==> src/rtl/alu_pkg.sv <==
`default_nettype none
// +----------------------------------------------------------------------------+
// | alu_pkg : opcode map, flag bit positions and issue-FSM state encoding      |
// | Revision: 1.0                                                              |
// +----------------------------------------------------------------------------+
package alu_pkg;

  localparam logic [4:0] OP_ADD = 5'h00;
  localparam logic [4:0] OP_SUB = 5'h01;
  localparam logic [4:0] OP_MUL = 5'h02;
  localparam logic [4:0] OP_DIV = 5'h03;
  localparam logic [4:0] OP_AND = 5'h04;
  localparam logic [4:0] OP_OR  = 5'h05;
  localparam logic [4:0] OP_XOR = 5'h06;
  localparam logic [4:0] OP_NOT = 5'h07;
  localparam logic [4:0] OP_SHL = 5'h08;
  localparam logic [4:0] OP_SHR = 5'h09;
  localparam logic [4:0] OP_SAR = 5'h0A;
  localparam logic [4:0] OP_ROL = 5'h0B;
  localparam logic [4:0] OP_ROR = 5'h0C;
  localparam logic [4:0] OP_RCL = 5'h0D;
  localparam logic [4:0] OP_RCR = 5'h0E;
  localparam logic [4:0] OP_MAX = 5'h0E;

  localparam int FLG_V = 3;
  localparam int FLG_C = 2;
  localparam int FLG_N = 1;
  localparam int FLG_Z = 0;

  typedef enum logic [1:0] {
    ST_IDLE = 2'd0,
    ST_EXEC = 2'd1,
    ST_WB   = 2'd2,
    ST_TRAP = 2'd3
  } state_t;

  function automatic logic op_legal(input logic [4:0] op);
    return (op <= OP_MAX);
  endfunction

endpackage
`default_nettype wire

==> src/rtl/alu_regfile.sv <==
`default_nettype none
// +----------------------------------------------------------------------------+
// | alu_regfile : NREGS x 32 register file, R0 hard-wired to zero,             |
// |               two combinational read ports, debug read port, 1 write port  |
// | Revision: 1.0                                                              |
// +----------------------------------------------------------------------------+
module alu_regfile
  import alu_pkg::*;
#(
  parameter int NREGS  = 8,
  parameter int RIDX_W = 3
) (
  input  logic              clk,
  input  logic              rst_n,
  input  logic [RIDX_W-1:0] ra_addr,
  input  logic [RIDX_W-1:0] rb_addr,
  input  logic [RIDX_W-1:0] dbg_addr,
  output logic [31:0]       ra_data,
  output logic [31:0]       rb_data,
  output logic [31:0]       dbg_data,
  input  logic              we,
  input  logic [RIDX_W-1:0] wr_addr,
  input  logic [31:0]       wr_data
);

  logic [31:0] w_word [NREGS];

  for (genvar gi = 0; gi < NREGS; gi++) begin : g_reg
    if (gi == 0) begin : g_zero
      assign w_word[gi] = '0;
    end else begin : g_word
      logic [31:0] r_q;
      always_ff @(posedge clk or negedge rst_n) begin
        if (!rst_n) begin
          r_q <= '0;
        end else if (we && (wr_addr == RIDX_W'(gi))) begin
          r_q <= wr_data;
        end
      end
      assign w_word[gi] = r_q;
    end
  end

  assign ra_data  = w_word[ra_addr];
  assign rb_data  = w_word[rb_addr];
  assign dbg_data = w_word[dbg_addr];

endmodule
`default_nettype wire

==> src/rtl/alu_issue_ctrl.sv <==
`default_nettype none
// +----------------------------------------------------------------------------+
// | alu_issue_ctrl : issue/writeback controller for the external 32-bit ALU.   |
// | Optional ALU_ISSUE_DIV0_TRAP_EN: divide-by-zero traps until trap_clr.      |
// | Revision: 1.0                                                              |
// +----------------------------------------------------------------------------+
module alu_issue_ctrl
  import alu_pkg::*;
#(
  parameter int NREGS  = 8,
  parameter int RIDX_W = $clog2(NREGS)
) (
  input  logic              clk,
  input  logic              rst_n,
  input  logic              in_valid,
  output logic              in_ready,
  input  logic [4:0]        in_opcode,
  input  logic [RIDX_W-1:0] in_rd,
  input  logic [RIDX_W-1:0] in_ra,
  input  logic [RIDX_W-1:0] in_rb,
  input  logic              in_use_imm,
  input  logic [31:0]       in_imm,
`ifdef ALU_ISSUE_DIV0_TRAP_EN
  output logic              trap,
  input  logic              trap_clr,
`endif
  output logic [31:0]       alu_a,
  output logic [31:0]       alu_b,
  output logic [4:0]        alu_opcode,
  output logic              alu_cin,
  input  logic [31:0]       alu_result,
  input  logic [3:0]        alu_flags,
  output logic              wb_valid,
  output logic [RIDX_W-1:0] wb_rd,
  output logic [31:0]       wb_data,
  output logic [3:0]        flags_q,
  output logic              illegal_op,
  input  logic [RIDX_W-1:0] dbg_addr,
  output logic [31:0]       dbg_data
);

  state_t            r_state;
  state_t            w_next;
  logic              w_accept;
  logic              w_legal;
  logic              r_wb_valid;
  logic [RIDX_W-1:0] r_rd;
  logic [31:0]       r_res;
  logic [3:0]        r_flg;
  logic [31:0]       w_ra_data;
  logic [31:0]       w_rb_data;

  assign w_legal = op_legal(in_opcode);

  always_ff @(posedge clk or negedge rst_n) begin
    if (!rst_n) begin
      r_state <= ST_IDLE;
    end else begin
      r_state <= w_next;
    end
  end

  always_comb begin
    w_next   = r_state;
    in_ready = 1'b0;
    w_accept = 1'b0;
    case (r_state)
      ST_IDLE: begin
        in_ready = 1'b1;
        if (in_valid) begin
          w_accept = 1'b1;
          // Illegal opcodes are consumed here and never reach EXEC.
          if (w_legal) begin
            w_next = ST_EXEC;
          end
        end
      end
      ST_EXEC: begin
        w_next = ST_WB;
`ifdef ALU_ISSUE_DIV0_TRAP_EN
        if ((alu_opcode == OP_DIV) && (alu_b == '0)) begin
          w_next = ST_TRAP;
        end
`endif
      end
      ST_WB: begin
        w_next = ST_IDLE;
      end
      ST_TRAP: begin
`ifdef ALU_ISSUE_DIV0_TRAP_EN
        if (trap_clr) begin
          w_next = ST_IDLE;
        end
`else
        w_next = ST_IDLE;
`endif
      end
      default: begin
        w_next = ST_IDLE;
      end
    endcase
  end

  always_ff @(posedge clk or negedge rst_n) begin
    if (!rst_n) begin
      alu_a      <= '0;
      alu_b      <= '0;
      alu_opcode <= '0;
      alu_cin    <= 1'b0;
      r_rd       <= '0;
      r_res      <= '0;
      r_flg      <= '0;
      r_wb_valid <= 1'b0;
      flags_q    <= '0;
      illegal_op <= 1'b0;
    end else begin
      illegal_op <= w_accept && !w_legal;
      r_wb_valid <= (r_state == ST_EXEC) && (w_next == ST_WB);
      if (w_accept) begin
        alu_a      <= w_ra_data;
        alu_b      <= in_use_imm ? in_imm : w_rb_data;
        alu_opcode <= in_opcode;
        alu_cin    <= flags_q[FLG_C];
        r_rd       <= in_rd;
      end
      if (r_state == ST_EXEC) begin
        r_res <= alu_result;
        r_flg <= alu_flags;
      end
      if ((r_state == ST_WB) || (r_state == ST_TRAP)) begin
        flags_q <= r_flg;
      end
    end
  end

`ifdef ALU_ISSUE_DIV0_TRAP_EN
  assign trap = (r_state == ST_TRAP);
`endif

  assign wb_valid = r_wb_valid;
  assign wb_rd    = r_rd;
  assign wb_data  = r_res;

  // Write lands at the end of WB, so an instruction accepted next reads it.
  alu_regfile #(
    .NREGS  (NREGS),
    .RIDX_W (RIDX_W)
  ) u_regfile (
    .clk      (clk),
    .rst_n    (rst_n),
    .ra_addr  (in_ra),
    .rb_addr  (in_rb),
    .dbg_addr (dbg_addr),
    .ra_data  (w_ra_data),
    .rb_data  (w_rb_data),
    .dbg_data (dbg_data),
    .we       (r_wb_valid),
    .wr_addr  (r_rd),
    .wr_data  (r_res)
  );

endmodule
`default_nettype wire

==> config.mk <==
export PLATFORM = sky130hd
export DESIGN_NAME = alu_issue_ctrl
export DESIGN_NICKNAME = d
export VERILOG_FILES = /design/src/rtl/alu_pkg.sv /design/src/rtl/alu_regfile.sv /design/src/rtl/alu_issue_ctrl.sv
export SDC_FILE = /design/constraint.sdc
export NUM_CORES = 1
export LEC_CHECK = 0
export CORE_MARGIN = 2
export CORE_UTILIZATION = 54
export CTS_CLUSTER_DIAMETER = 30
export DETAILED_ROUTE_END_ITERATION = 8
export PLACE_DENSITY_LB_ADDON = 0.1
export SYNTH_ARGS = -nofsm -noshare
export SYNTH_HDL_FRONTEND = slang
export SYNTH_SLANG_ARGS = --single-unit
==> constraint.sdc <==
create_clock -name clk -period 3 [get_ports clk]
set_input_delay 0.3 -clock clk [delete_from_list [all_inputs] [get_ports clk]]
set_output_delay 0.3 -clock clk [all_outputs]
set_load 0.005 [all_outputs]
## Yosys cells after proc, flatten, opt, wreduce, memory -nomap -nowiden

Cells that the tools add are included.

- Register bits after elaboration: 341
- Output and inout port bits: 144

- Bitwise gates (word level): 3
- Order comparisons: 4
- Reductions and logical operators: 13
- Equal/unequal tests: 11
- Multiplexer cells: 16

Operators with widths:

| kind | number |
|---|---|
| 32-bit binary-select mux with 3-bit select | 3 |
| 32-bit two-way mux | 7 |
| 3-bit == test (second input constant) | 4 |
| 4-bit >= comparator (second input constant) | 3 |
| 3-bit inverter with 4-bit output | 3 |
| 1-bit logical AND | 9 |
| 2-bit == test (second input constant) | 3 |
| 3-bit by 2-bit == test with 1-bit output (second input constant) | 2 |
| 2-bit case mux with 3 select lines | 1 |
| 5-bit by 4-bit less-or-equal comparator with 1-bit output (second input constant) | 1 |
| 2-bit two-way mux | 2 |
| 3-bit by 1-bit == test with 1-bit output (second input constant) | 1 |
| 1-bit two-way mux | 3 |
| 2-bit by 1-bit == test with 1-bit output (second input constant) | 1 |
| 2-bit logical NOT | 1 |
| 2-bit OR reduction | 1 |
| 1-bit logical NOT | 1 |
| 1-bit logical OR | 1 |

## Longest topological paths before layout

- Word-level depth: 6
- Mapped depth: 7

## Cells and area by module

A second synthesis with hierarchy kept.

- Cell total of the unflattened synthesis: 1414
- Area, all modules: 19048.3 um^2

Modules (own cells, without submodules):

| module | area each (um^2) | cells each | instances |
|---|---|---|---|
| alu_regfile | 14193.6 | 1129 | 1 |
| alu_issue_ctrl | 4854.7 | 285 | 1 |

## Worst setup path before layout

Ideal clock, no wire load.

- Path kind: input -> output
- From: input dbg_addr[0]
- To: output dbg_data[0]
- Setup slack: 1.315 ns
- Data required time: 2.700 ns
- Arrival time: 1.385 ns
- Stages on the path: 5
- Cell sequence: buf_4 -> buf_2 -> mux4_2 -> nand2_1 -> o21ai_0

- Cells in the longest elaborated chain, start to end: 4

RTL lines:

| what | line | RTL |
|---|---|---|
| start: declaration | alu_issue_ctrl.sv:38 | `input logic [RIDX_W-1:0] dbg_addr,` |
| 3-bit inverter with 4-bit output (implied by the code) | alu_regfile.sv:46 | `assign dbg_data = w_word[dbg_addr];` |
| 32-bit binary-select mux with 3-bit select | alu_regfile.sv:46 |  |
| 32-bit two-way mux (implied by the code) (2 in series) | alu_regfile.sv:46 |  |
| end: declaration | alu_issue_ctrl.sv:39 | `output logic [31:0] dbg_data` |

No other way between the ends. The select of a mux whose other input is x is not followed.

## Worst setup path after layout

- From: register u_regfile.g_reg[4].g_word.r_q[31]
- To: output dbg_data[31]

- Cells in the longest elaborated chain, start to end: 3

RTL lines:

| what | line | RTL |
|---|---|---|
| start: declaration | alu_regfile.sv:32 | `logic [31:0] r_q;` |
| start signal: assignment | alu_regfile.sv:37 | `r_q <= wr_data;` |
| 32-bit binary-select mux with 3-bit select | alu_regfile.sv:46 |  |
| 32-bit two-way mux (implied by the code) (2 in series) | alu_regfile.sv:46 |  |

No other way between the ends. The select of a mux whose other input is x is not followed.

==> qor.txt <==
Slew @ Worst Pin = 1.03 ns
Vias per cell = 6.48
Worst Path Required = 2.70 ns
Setup TNS = 0 ns
Largest net degree at the start of global routing = 86
Grt met3 use = 6.34%
Postcts setup bufs = 0
Clock Tree Buf Depth = 3
Crit Path Category = register to primary output
Final WS setup = 0.448 ns
HPWL after DPL = 32800 um
Layout cell share with drive strength beyond 1 = 33.6%
Status = completed
DRT iter0 DRCs = 1070
Hold crit path type = primary input to register
Post-Place Cells = 2040
Combinational share of power = 25.8%
RSZ-0062 raised after global routing = false
Die ar. = 35200 um^2
Critical path arrival = 2.25 ns
Syn Inst Count = 1443
Final cell count without fillers = 2179
Post-synth net total = 1532
Element type at the critical path end = primary output
Post-CTS sizing = 0
Routability cong. = 0.834
Most used routing layer in global routing = met2
Routed Wire Length = 55200 um
Reg clk slew, reported paths = 0.05 ns
Num CTS Buffers = 75
Grt ovf = 0
Clock Sinks = 340
Core area = 33400 um^2
P&R area growth vs syn = 30.5%
Vias in the first global route = 14600
H-tree levels = 3
Site row count = 67
Cell Chain, Critical Path = mux4_2, nand2_1, o21ai_0, clkdlybuf4s50_1
MaxCap Viol Count = 0
Total internal power = 16.3 mW
Max Fanout on Critical Path = 4
Slew HR = 30.9%
Final setup violation count = 0
Most used flip-flop cell after synthesis = dfrtp_1
Via count = 14100
Initial antenna violation count = 1
Proportion of power drawn by flip-flops and latches = 36.3%
Switching Power = 6.74 mW
Syn avg cell area = 12.6 um^2
Worst-skew pair later-pin latency = 0.57 ns
FF+latch count, synth = 340
Register area share after synthesis = 46.7%
EDFF count, synth = 0
Final net count = 1759
Power per Cell Area = 971 nW/um^2
Chip width = 188 um
Cell variety after synth = 41
Dpl ws = 0.460 ns
Slew Viols, Final = 0
Ports = 233
Post-CTS Hold Buffers = 1
Port Buffers = 232
Clock share of power = 37.9%
CTS root buf = clkbuf_16
Tcrit/Tclk final = 85.1%
CP peak stage delay = 0.53 ns
Initial core utilization = 54.6%
Switch share = 29.2%
Worst Setup Start Kind = register
DR WL/cell = 25.3 um
Max IR drop VDD = 0.534 mV
Worst path slowest cell = clkdlybuf4s50_1
First-pass DRT Iterations = 5
First-pass GRT wire length = 85800 um
Antenna cells = 0
Fin crit period = 2.55 ns
DR DRC count = 0
Yosys warns = 0
FMAX = 392 MHz
Synth async-reset ratio = 100%
M1 GR Usage = 42.1%
Leakage = 10.4 nW
GRT met2 Usage = 51.5%
Antenna Violating Nets Remaining = 0
Mapped Area = 18200 um^2
Clock Skews = 0.0208 ns
Final Hold Viols = 0
GR Util All Layers = 31.5%
Die height = 188 um
CTS tree = built
worst max-delay path: cells and delay by family, from the launching register on:
family	cells	cell delay [ns]
mux	1	0.46
flops	1	0.41
compound gates	1	0.20
simple gates	1	0.08
buf+inv	1	0.53
registers in the layout, summed over array words and instances (netlist names):
register,cells
alu_cin,1
alu_a,32
wb_data,32
wb_rd,3
alu_b,32
r_flg,4
alu_opcode,5
illegal_op,1
u_regfile.g.g_word.r_q,224
flags_q,4
r_state,2
Yosys cell counts, types with 23 or more instances:
| cell type | number | area (um^2) |
|---|---|---|
| nand2_1 | 81 | 304 |
| mux4_2 | 50 | 1130 |
| a22oi_1 | 56 | 420 |
| o21ai_0 | 33 | 165 |
| dfrtp_1 | 340 | 8510 |
| clkbuf_1 | 42 | 158 |
| nor2_1 | 41 | 154 |
| nor2b_1 | 23 | 144 |
| o221ai_1 | 32 | 280 |
| buf_2 | 56 | 280 |
| o22a_1 | 32 | 280 |
| mux2i_1 | 114 | 1140 |
| mux2_2 | 327 | 3680 |
routing by layer:
metal | wire [um] | part of all wire, % | vias to the layer above
met3 | 4270 | 7.7 | 117
met1 | 22700 | 41 | 7313
met5 | 0 | 0 | -
met2 | 26700 | 48 | 686
li1 | - | - | 5995
met4 | 1580 | 2.9 | 0
cell usage in the layout (no fill, tap or decap), types with 16 or more instances in the layout:
cell type        count
clkbuf_16           77
dfrtp_1            340
mux4_2              50
o22a_1              32
a211oi_1            21
nand2_1             80
mux2i_1            114
o221ai_1            32
a221oi_1            18
a21oi_1             21
buf_4               37
mux2_2             327
o311ai_1            16
nand3_1             18
clkdlybuf4s50_1    221
nor2_1              41
o21ai_0             33
a22oi_1             56
buf_12              19
nor2b_1             20
power by group through the flow:
stage          clock [mW]  combinational (mW)  sequential [mW]
5_1_grt              9.07                6.42             8.63
3_3_place_gp            0                5.76             8.22
3_5_place_dp            0                5.90             8.33
6_report             8.76                5.95             8.38
2_1_floorplan           0                3.88             7.70
4_1_cts              8.80                5.98             8.30
final cells by class:
| cell class | instances | area (um^2) |
|---|---|---|
| inverters | 14 | 52.6 |
| multi-input cells | 955 | 9020 |
| clock inverters | 39 | 584 |
| flip-flops and latches | 340 | 8510 |
| clock buffers | 99 | 2130 |
| well taps | 448 | 561 |
| fillers | 2396 | 9580 |
| repair buffers | 284 | 2930 |
per-stage QoR:
stage / utilization, % / area (um^2) / power (mW) / hold slack [ns]
after floorplan: - / 18200 / 11.6 / 0.00441
after CTS: 71.3 / 23800 / 23.1 / 0.229
final: 71.3 / 23800 / 23.1 / 0.254
after detailed placement: 63.1 / 21100 / 14.2 / 0.352
after global routing: 71.3 / 23800 / 24.1 / 0.252
after global placement: 63.1 / 21100 / 14.0 / 0.357
logic make-up after synthesis:
family                 Yosys count  synth area share [%]
multiplexers                   502                  33.3
AND/OR/NAND/NOR                181                  4.72
flip-flops                     340                  46.7
AO/OA/AOI/OAI                  272                  11.1
buffers and inverters          148                  4.23
path summary, 6_finish.rpt:
path                       slack (ns)                                           from                                            end  depth (start not counted)
max reg2reg                      0.57                           r_state[1]$_DFF_PN0_  u_regfile.g_reg[3].g_word.r_q[18]$_DFFE_PN0P_                          3
min reg2reg                      0.47                      alu_opcode[3]$_DFFE_PN0N_                      alu_opcode[3]$_DFFE_PN0N_                          2
min                              0.25                                       in_rb[2]                          alu_b[11]$_DFFE_PN0N_                          4
min in group asynchronous        0.34                                          rst_n   u_regfile.g_reg[1].g_word.r_q[8]$_DFFE_PN0P_                          2
max in group asynchronous        1.77                                          rst_n                           r_state[1]$_DFF_PN0_                          4
max                              0.45  u_regfile.g_reg[4].g_word.r_q[31]$_DFFE_PN0P_                                   dbg_data[31]                          4
No activity file was read; power rests on OpenSTA's default activity.
